--- src/rtl/sat_pkg.sv ---
// Shared types for the clause evaluation pipeline: per-clause status encoding
// and the batch summary FSM state.
package sat_pkg;

    typedef enum logic [1:0] {
        SAT        = 2'd0,
        UNRESOLVED = 2'd1,
        UNIT       = 2'd2,
        CONFLICT   = 2'd3
    } clause_status_t;

    typedef enum logic {
        ACCUM  = 1'b0,
        REPORT = 1'b1
    } sum_state_t;

endpackage

--- src/rtl/clause_status_eval.sv ---
// Combinational classification of one clause from its per-literal assignment
// state into SAT / CONFLICT / UNIT / UNRESOLVED, plus the unit literal.
module clause_status_eval
    import sat_pkg::*;
#(
    parameter int NUM_LITS = 5,
    localparam int IDX_W = $clog2(NUM_LITS)
) (
    input  logic [NUM_LITS-1:0] mask_i,
    input  logic [NUM_LITS-1:0] unassign_i,
    input  logic [NUM_LITS-1:0] assign_i,
    input  logic [NUM_LITS-1:0] pole_i,
    output clause_status_t      status_o,
    output logic [IDX_W-1:0]    unit_idx_o,
    output logic                unit_val_o
);

    logic [NUM_LITS-1:0] lit_true;
    logic [NUM_LITS-1:0] lit_open;
    logic                one_open;
    logic [IDX_W-1:0]    open_idx;
    logic                open_pole;

    assign lit_true = mask_i & ~unassign_i & ~(assign_i ^ pole_i);
    assign lit_open = mask_i & unassign_i;
    // Exactly one bit set: non-zero and clearing the lowest set bit leaves nothing.
    assign one_open = (lit_open != '0) && ((lit_open & (lit_open - 1'b1)) == '0);

    always_comb begin
        open_idx  = '0;
        open_pole = 1'b0;
        for (int i = 0; i < NUM_LITS; i++) begin
            if (lit_open[i]) begin
                open_idx  = IDX_W'(i);
                open_pole = pole_i[i];
            end
        end
    end

    always_comb begin
        status_o   = UNRESOLVED;
        unit_idx_o = '0;
        unit_val_o = 1'b0;
        if (lit_true != '0) begin
            status_o = SAT;
        end else if (lit_open == '0) begin
            status_o = CONFLICT;
        end else if (one_open) begin
            status_o   = UNIT;
            unit_idx_o = open_idx;
            unit_val_o = open_pole;
        end
    end

endmodule

--- src/rtl/clause_eval_pipe.sv ---
// Two-stage clause evaluation pipeline (S1 capture, S2 result) with a batch
// summary FSM that counts conflicts/units and reports once per batch.
module clause_eval_pipe
    import sat_pkg::*;
#(
    parameter int NUM_LITS = 5,
    parameter int CID_W    = 10,
    parameter int CNT_W    = 10,
    localparam int IDX_W   = $clog2(NUM_LITS)
) (
    input  logic                clock,
    input  logic                reset,
    input  logic                in_valid,
    output logic                in_ready,
    input  logic [CID_W-1:0]    in_cid,
    input  logic                in_last,
    input  logic [NUM_LITS-1:0] in_mask,
    input  logic [NUM_LITS-1:0] in_unassign,
    input  logic [NUM_LITS-1:0] in_assign,
    input  logic [NUM_LITS-1:0] in_pole,
    output logic                out_valid,
    input  logic                out_ready,
    output logic [CID_W-1:0]    out_cid,
    output logic                out_last,
    output logic [1:0]          out_status,
    output logic [IDX_W-1:0]    out_unit_idx,
    output logic                out_unit_val,
    output logic                sum_valid,
    output logic [CNT_W-1:0]    sum_conflicts,
    output logic [CNT_W-1:0]    sum_units,
    output logic [CID_W-1:0]    sum_first_unit_cid,
    output logic                sum_first_unit_found,
    output sum_state_t          dbg_sum_state
);

    // Handshake: a transfer happens on a rising edge where valid & ready are both
    // high; a stage holds its contents while its downstream is full and stalled.
    logic                s1_valid_q, s1_valid_d;
    logic [CID_W-1:0]    s1_cid_q;
    logic                s1_last_q;
    logic [NUM_LITS-1:0] s1_mask_q, s1_unassign_q, s1_assign_q, s1_pole_q;

    logic                s2_valid_q, s2_valid_d;
    logic [CID_W-1:0]    s2_cid_q;
    logic                s2_last_q;
    clause_status_t      s2_status_q;
    logic [IDX_W-1:0]    s2_unit_idx_q;
    logic                s2_unit_val_q;

    clause_status_t      eval_status;
    logic [IDX_W-1:0]    eval_unit_idx;
    logic                eval_unit_val;

    logic in_hs, s2_ready, s1_adv, out_hs;

    assign s2_ready = ~s2_valid_q | out_ready;
    assign s1_adv   = s1_valid_q & s2_ready;
    assign in_ready = ~reset & (~s1_valid_q | s1_adv);
    assign in_hs    = in_valid & in_ready;
    assign out_hs   = s2_valid_q & out_ready;

    assign s1_valid_d = in_hs ? 1'b1 : (s1_adv ? 1'b0 : s1_valid_q);
    assign s2_valid_d = s2_ready ? s1_valid_q : s2_valid_q;

    clause_status_eval #(.NUM_LITS(NUM_LITS)) u_eval (
        .mask_i     (s1_mask_q),
        .unassign_i (s1_unassign_q),
        .assign_i   (s1_assign_q),
        .pole_i     (s1_pole_q),
        .status_o   (eval_status),
        .unit_idx_o (eval_unit_idx),
        .unit_val_o (eval_unit_val)
    );

    // Batch summary: acc_* holds the running batch, sum_* the last completed one.
    sum_state_t       state_q, state_d;
    logic [CNT_W-1:0] acc_conf_q, acc_conf_d, acc_units_q, acc_units_d;
    logic [CID_W-1:0] acc_cid_q, acc_cid_d;
    logic             acc_found_q, acc_found_d;
    logic [CNT_W-1:0] sum_conf_q, sum_conf_d, sum_units_q, sum_units_d;
    logic [CID_W-1:0] sum_cid_q, sum_cid_d;
    logic             sum_found_q, sum_found_d;
    logic [CNT_W-1:0] conf_inc, units_inc;
    logic [CID_W-1:0] cid_inc;
    logic             found_inc;

    always_comb begin
        state_d = ACCUM;
        case (state_q)
            ACCUM:   state_d = (out_hs && s2_last_q) ? REPORT : ACCUM;
            REPORT:  state_d = (out_hs && s2_last_q) ? REPORT : ACCUM;
            default: state_d = ACCUM;
        endcase
    end

    always_comb begin
        conf_inc  = acc_conf_q;
        units_inc = acc_units_q;
        cid_inc   = acc_cid_q;
        found_inc = acc_found_q;
        if (s2_status_q == CONFLICT && acc_conf_q != '1) begin
            conf_inc = acc_conf_q + 1'b1;
        end
        if (s2_status_q == UNIT) begin
            if (acc_units_q != '1) begin
                units_inc = acc_units_q + 1'b1;
            end
            if (!acc_found_q) begin
                found_inc = 1'b1;
                cid_inc   = s2_cid_q;
            end
        end

        acc_conf_d  = acc_conf_q;
        acc_units_d = acc_units_q;
        acc_cid_d   = acc_cid_q;
        acc_found_d = acc_found_q;
        sum_conf_d  = sum_conf_q;
        sum_units_d = sum_units_q;
        sum_cid_d   = sum_cid_q;
        sum_found_d = sum_found_q;
        if (out_hs) begin
            if (s2_last_q) begin
                // Accumulators restart at zero so a clause accepted during REPORT
                // contributes only to the new batch.
                sum_conf_d  = conf_inc;
                sum_units_d = units_inc;
                sum_cid_d   = cid_inc;
                sum_found_d = found_inc;
                acc_conf_d  = '0;
                acc_units_d = '0;
                acc_cid_d   = '0;
                acc_found_d = 1'b0;
            end else begin
                acc_conf_d  = conf_inc;
                acc_units_d = units_inc;
                acc_cid_d   = cid_inc;
                acc_found_d = found_inc;
            end
        end
    end

    always_ff @(posedge clock) begin
        if (reset) begin
            s1_valid_q    <= 1'b0;
            s1_cid_q      <= '0;
            s1_last_q     <= 1'b0;
            s1_mask_q     <= '0;
            s1_unassign_q <= '0;
            s1_assign_q   <= '0;
            s1_pole_q     <= '0;
            s2_valid_q    <= 1'b0;
            s2_cid_q      <= '0;
            s2_last_q     <= 1'b0;
            s2_status_q   <= SAT;
            s2_unit_idx_q <= '0;
            s2_unit_val_q <= 1'b0;
            state_q       <= ACCUM;
            acc_conf_q    <= '0;
            acc_units_q   <= '0;
            acc_cid_q     <= '0;
            acc_found_q   <= 1'b0;
            sum_conf_q    <= '0;
            sum_units_q   <= '0;
            sum_cid_q     <= '0;
            sum_found_q   <= 1'b0;
        end else begin
            s1_valid_q <= s1_valid_d;
            s2_valid_q <= s2_valid_d;
            if (in_hs) begin
                s1_cid_q      <= in_cid;
                s1_last_q     <= in_last;
                s1_mask_q     <= in_mask;
                s1_unassign_q <= in_unassign;
                s1_assign_q   <= in_assign;
                s1_pole_q     <= in_pole;
            end
            if (s1_adv) begin
                s2_cid_q      <= s1_cid_q;
                s2_last_q     <= s1_last_q;
                s2_status_q   <= eval_status;
                s2_unit_idx_q <= eval_unit_idx;
                s2_unit_val_q <= eval_unit_val;
            end
            state_q     <= state_d;
            acc_conf_q  <= acc_conf_d;
            acc_units_q <= acc_units_d;
            acc_cid_q   <= acc_cid_d;
            acc_found_q <= acc_found_d;
            sum_conf_q  <= sum_conf_d;
            sum_units_q <= sum_units_d;
            sum_cid_q   <= sum_cid_d;
            sum_found_q <= sum_found_d;
        end
    end

    assign out_valid    = s2_valid_q;
    assign out_cid      = s2_valid_q ? s2_cid_q : '0;
    assign out_last     = s2_valid_q & s2_last_q;
    assign out_status   = s2_valid_q ? s2_status_q : SAT;
    assign out_unit_idx = s2_valid_q ? s2_unit_idx_q : '0;
    assign out_unit_val = s2_valid_q & s2_unit_val_q;

    assign sum_valid            = (state_q == REPORT);
    assign sum_conflicts        = sum_conf_q;
    assign sum_units            = sum_units_q;
    assign sum_first_unit_cid   = sum_cid_q;
    assign sum_first_unit_found = sum_found_q;
    assign dbg_sum_state        = state_q;

endmodule

--- config.mk ---
export PLATFORM = sky130hd
export DESIGN_NAME = clause_eval_pipe
export DESIGN_NICKNAME = d
export VERILOG_FILES = /design/src/rtl/sat_pkg.sv /design/src/rtl/clause_status_eval.sv /design/src/rtl/clause_eval_pipe.sv
export SDC_FILE = /design/constraint.sdc
export NUM_CORES = 1
export LEC_CHECK = 0
export BUFFER_PORTS_ARGS = -buffer_cell sky130_fd_sc_hd__clkbuf_2
export CAP_MARGIN = 20
export CORE_MARGIN = 5
export CORE_UTILIZATION = 50
export DETAILED_ROUTE_END_ITERATION = 6
export GPL_TIMING_DRIVEN = 0
export PLACE_DENSITY = 0.81
export SLEW_MARGIN = 40
export SYNTH_ARGS = -nofsm -noshare
export SYNTH_HDL_FRONTEND = slang
export SYNTH_SLANG_ARGS = --single-unit
--- constraint.sdc ---
create_clock -name clock -period 3.15 [get_ports clock]
set_clock_uncertainty 0.05 [all_clocks]
set_input_delay 0.4725 -clock clock [delete_from_list [all_inputs] [get_ports clock]]
set_output_delay 0.4725 -clock clock [all_outputs]
set_load 0.02 [all_outputs]
==> results_dict.tcl <==
set metrics [dict create \
    clock-sinks 113 \
    crit_path_start_kind "register" \
    dp_hpwl_mm 9.24 \
    cp_top_family "buffers and inverters" \
    drc 0 \
    htree_levels 4 \
    firstDrtPassIters 5 \
    cts_resized 0 \
    post_cts_buffers 0 \
    critical_path.max_stage_delay_ns 0.35 \
    cts_hold_buf 0 \
    antenna_found_initial 0 \
    mappedNetlistArea_um2 5020 \
    synthFlopType "dfxtp_1" \
    critPathKind "register to primary output" \
    cp_max_fo 10 \
    hp-class "input pin to register" \
    n_antenna_cell 0 \
    ys_types 51 \
    timing.max_cap.violations 0 \
    grt_pass1_vias 4485 \
    finalNonFillerCells 855 \
    tightestPinTransition_ns 0.768 \
    via_per_inst 5.43 \
    p_leak_nw 2.50 \
    vias 4643 \
    critPathBufInv 3 \
    crit_required_ns 2.63 \
    clk_pin_slew_worst_paths_ns 0.06 \
    use_met2 0.390 \
    placedCellCount 823 \
    fmax_ghz 0.414 \
    die_area_um2 12200 \
    routabilityCongestion 0.922 \
    fin_crit_sh 0.767 \
    yosys-top-cells-count "136 x nand2_1, 113 x dfxtp_1, 37 x o21ai_0, 36 x nand3b_1, 34 x nor2_1" \
    worstPathArrival_ns 1.89 \
    synth_compound_gate_area_share 0.151 \
    relSlewSlack 0.485 \
    synth_xor_xnor_area_share 0.0366 \
    synth_top_family_by_area "simple AND/OR/NAND/NOR gates" \
    area_growth_pct 23.1 \
    grt.busiest_layer "met2" \
    die_x_um 110 \
    fin_crit_ns 2.42 \
    peakVddDrop_mv 0.354 \
    holdWs_ns 0.0753 \
    coreArea_um2 9770 \
    synthesis.instances 604 \
    ys_ff_latch 113 \
    drt_iter0_markers 253 \
    tns_ns 0 \
    path_common_cell "clkbuf_1" \
    synth_area_leaders "dfxtp_1 45%, nand2_1 10%, nand3b_1 5.4%, o21ai_0 3.7%, mux2i_1 3.4%" \
    syn_avg_cell_area_um2 8.32 \
    slew_violations 0 \
    ys_seq_area_frac 0.450 \
    setup_viol 0 \
    end_kind "primary output" \
    status "complete, no violations" \
    synth_most_common_cell "nand2_1" \
    synthSimpleGateAreaFrac 0.284 \
    ant_nets 0 \
    grt_use_met1 0.258 \
    power.density_nw_per_um2 568 \
    cp_slowest_cell "dfxtp_1" \
    grt_pass1_wl_mm 21.0 \
    ys_warn_count 0 \
    syn_nets 641 \
    die-height_um 110 \
    synth_top_cell_area_share 0.450 \
    num-nets-final 746 \
    use_met3 0.0676 \
    hold_viol 0 \
    overflow 0 \
    path_cells "clkbuf_1 -> clkbuf_1 -> and2_1 -> clkbuf_2" \
    drive_gt1_frac 0.184 \
    total_power_mw 3.51 \
    numCtsBuffers 17 \
    synth_edf_count 0 \
    port_buffers 86 \
    rows 36 \
    root_buffer "clkbuf_8" \
    start_util 0.514 \
    synthMuxAreaShare 0.0339 \
    clk_latency_ns 0.53 \
    grt_max_degree 17 \
    ctsLongestPathBuffers 2 \
    groute.usage.overall 0.225 \
    io_pins 87 \
    synthAdderAreaFrac 0.00697 \
    async_reset_ff_frac 0 \
    routed_wl_mm 12.9 \
    wl_per_cell_um 15.0 \
    yosysTopAreaCell "dfxtp_1" \
    rsz0062_at_grt "false" \
    cts_tree "yes" \
]
[cell families after synthesis]
group,after synthesis
and+or+nand+nor,286
AOI/OAI and AO/OA,120
DFF,113
buffers and inverters,44
xor gates and xnor gates,21
muxes,17
adders and majority gates,3
[per-layer routing]
| layer | up-vias | part of all wire |
|---|---|---|
| met1 | 2163 | 0.41 |
| li1 | 2305 | - |
| met5 | - | 0 |
| met4 | 0 | 0.024 |
| met2 | 148 | 0.50 |
| met3 | 27 | 0.065 |
[power breakdown]
part / switching, mW / internal [mW] / total (mW)
Sequential: 0.0367 / 1.47 / 1.51
Clock: 0.647 / 1.15 / 1.80
Combinational: 0.126 / 0.0801 / 0.206
Total: 0.810 / 2.71 / 3.51
[placed cells by master (no fill, tap or decap), types with 10 or more instances in the layout]
cell type  instances
mux2i_1           17
o21ai_0           37
and2_1            22
clkbuf_16         16
nand3_1           11
clkbuf_2          86
dfxtp_1          113
xor2_1            15
clkbuf_1          32
nand2_1          136
a21oi_1           32
nor2_1            34
a22oi_1           13
a31oi_1           10
nand3b_1          36
[area by class of cell]
type | instances | area (µm²)
sequential | 113 | 2260
clock inverter | 11 | 113
buffer | 39 | 171
timing repair buffer | 86 | 430
clock buffer | 21 | 449
tap | 133 | 166
multi-input combinational | 447 | 2570
inverter | 5 | 18.8
fill | 859 | 3590
[per-stage QoR]
stage	utilization	area [µm²]	worst slack, ns
finish	0.633	6180	0.734
global route	0.633	6180	0.569
CTS	0.633	6180	0.703
detailed placement	0.575	5620	0.884
global placement	0.575	5620	0.938
floorplan	-	5020	1.25
[path summary, 6_finish.rpt]
kind / start / end / slack (ns) / cells past startpoint
setup reg to reg: out_valid / acc_cid_q[2] / 0.99 / 6
setup / recovery: out_valid / out_status[0] / 0.73 / 4
hold reg to reg: sum_units[4] / sum_units[4] / 0.40 / 2
hold / removal: in_assign[2] / s1_assign_q[2] / 0.08 / 3
[sequential cells by signal, indices dropped and copies added, names as in the netlist, 10 cells and up]
name and cells:
acc_cid_q 10, acc_conf_q 10, acc_units_q 10, s1_cid_q 10, s2_cid_q 10, sum_conflicts 10, sum_first_unit_cid 10, sum_units 10
[worst register-to-register path, stage by stage, from the launching register on]
cell,delay [ns]
dfxtp_1,0.35
and2_1,0.13
clkbuf_1,0.35
nand2b_1,0.28
nor3_2,0.59
a22oi_1,0.18
nor2_1,0.17
Power figures use the tool's default switching activity.
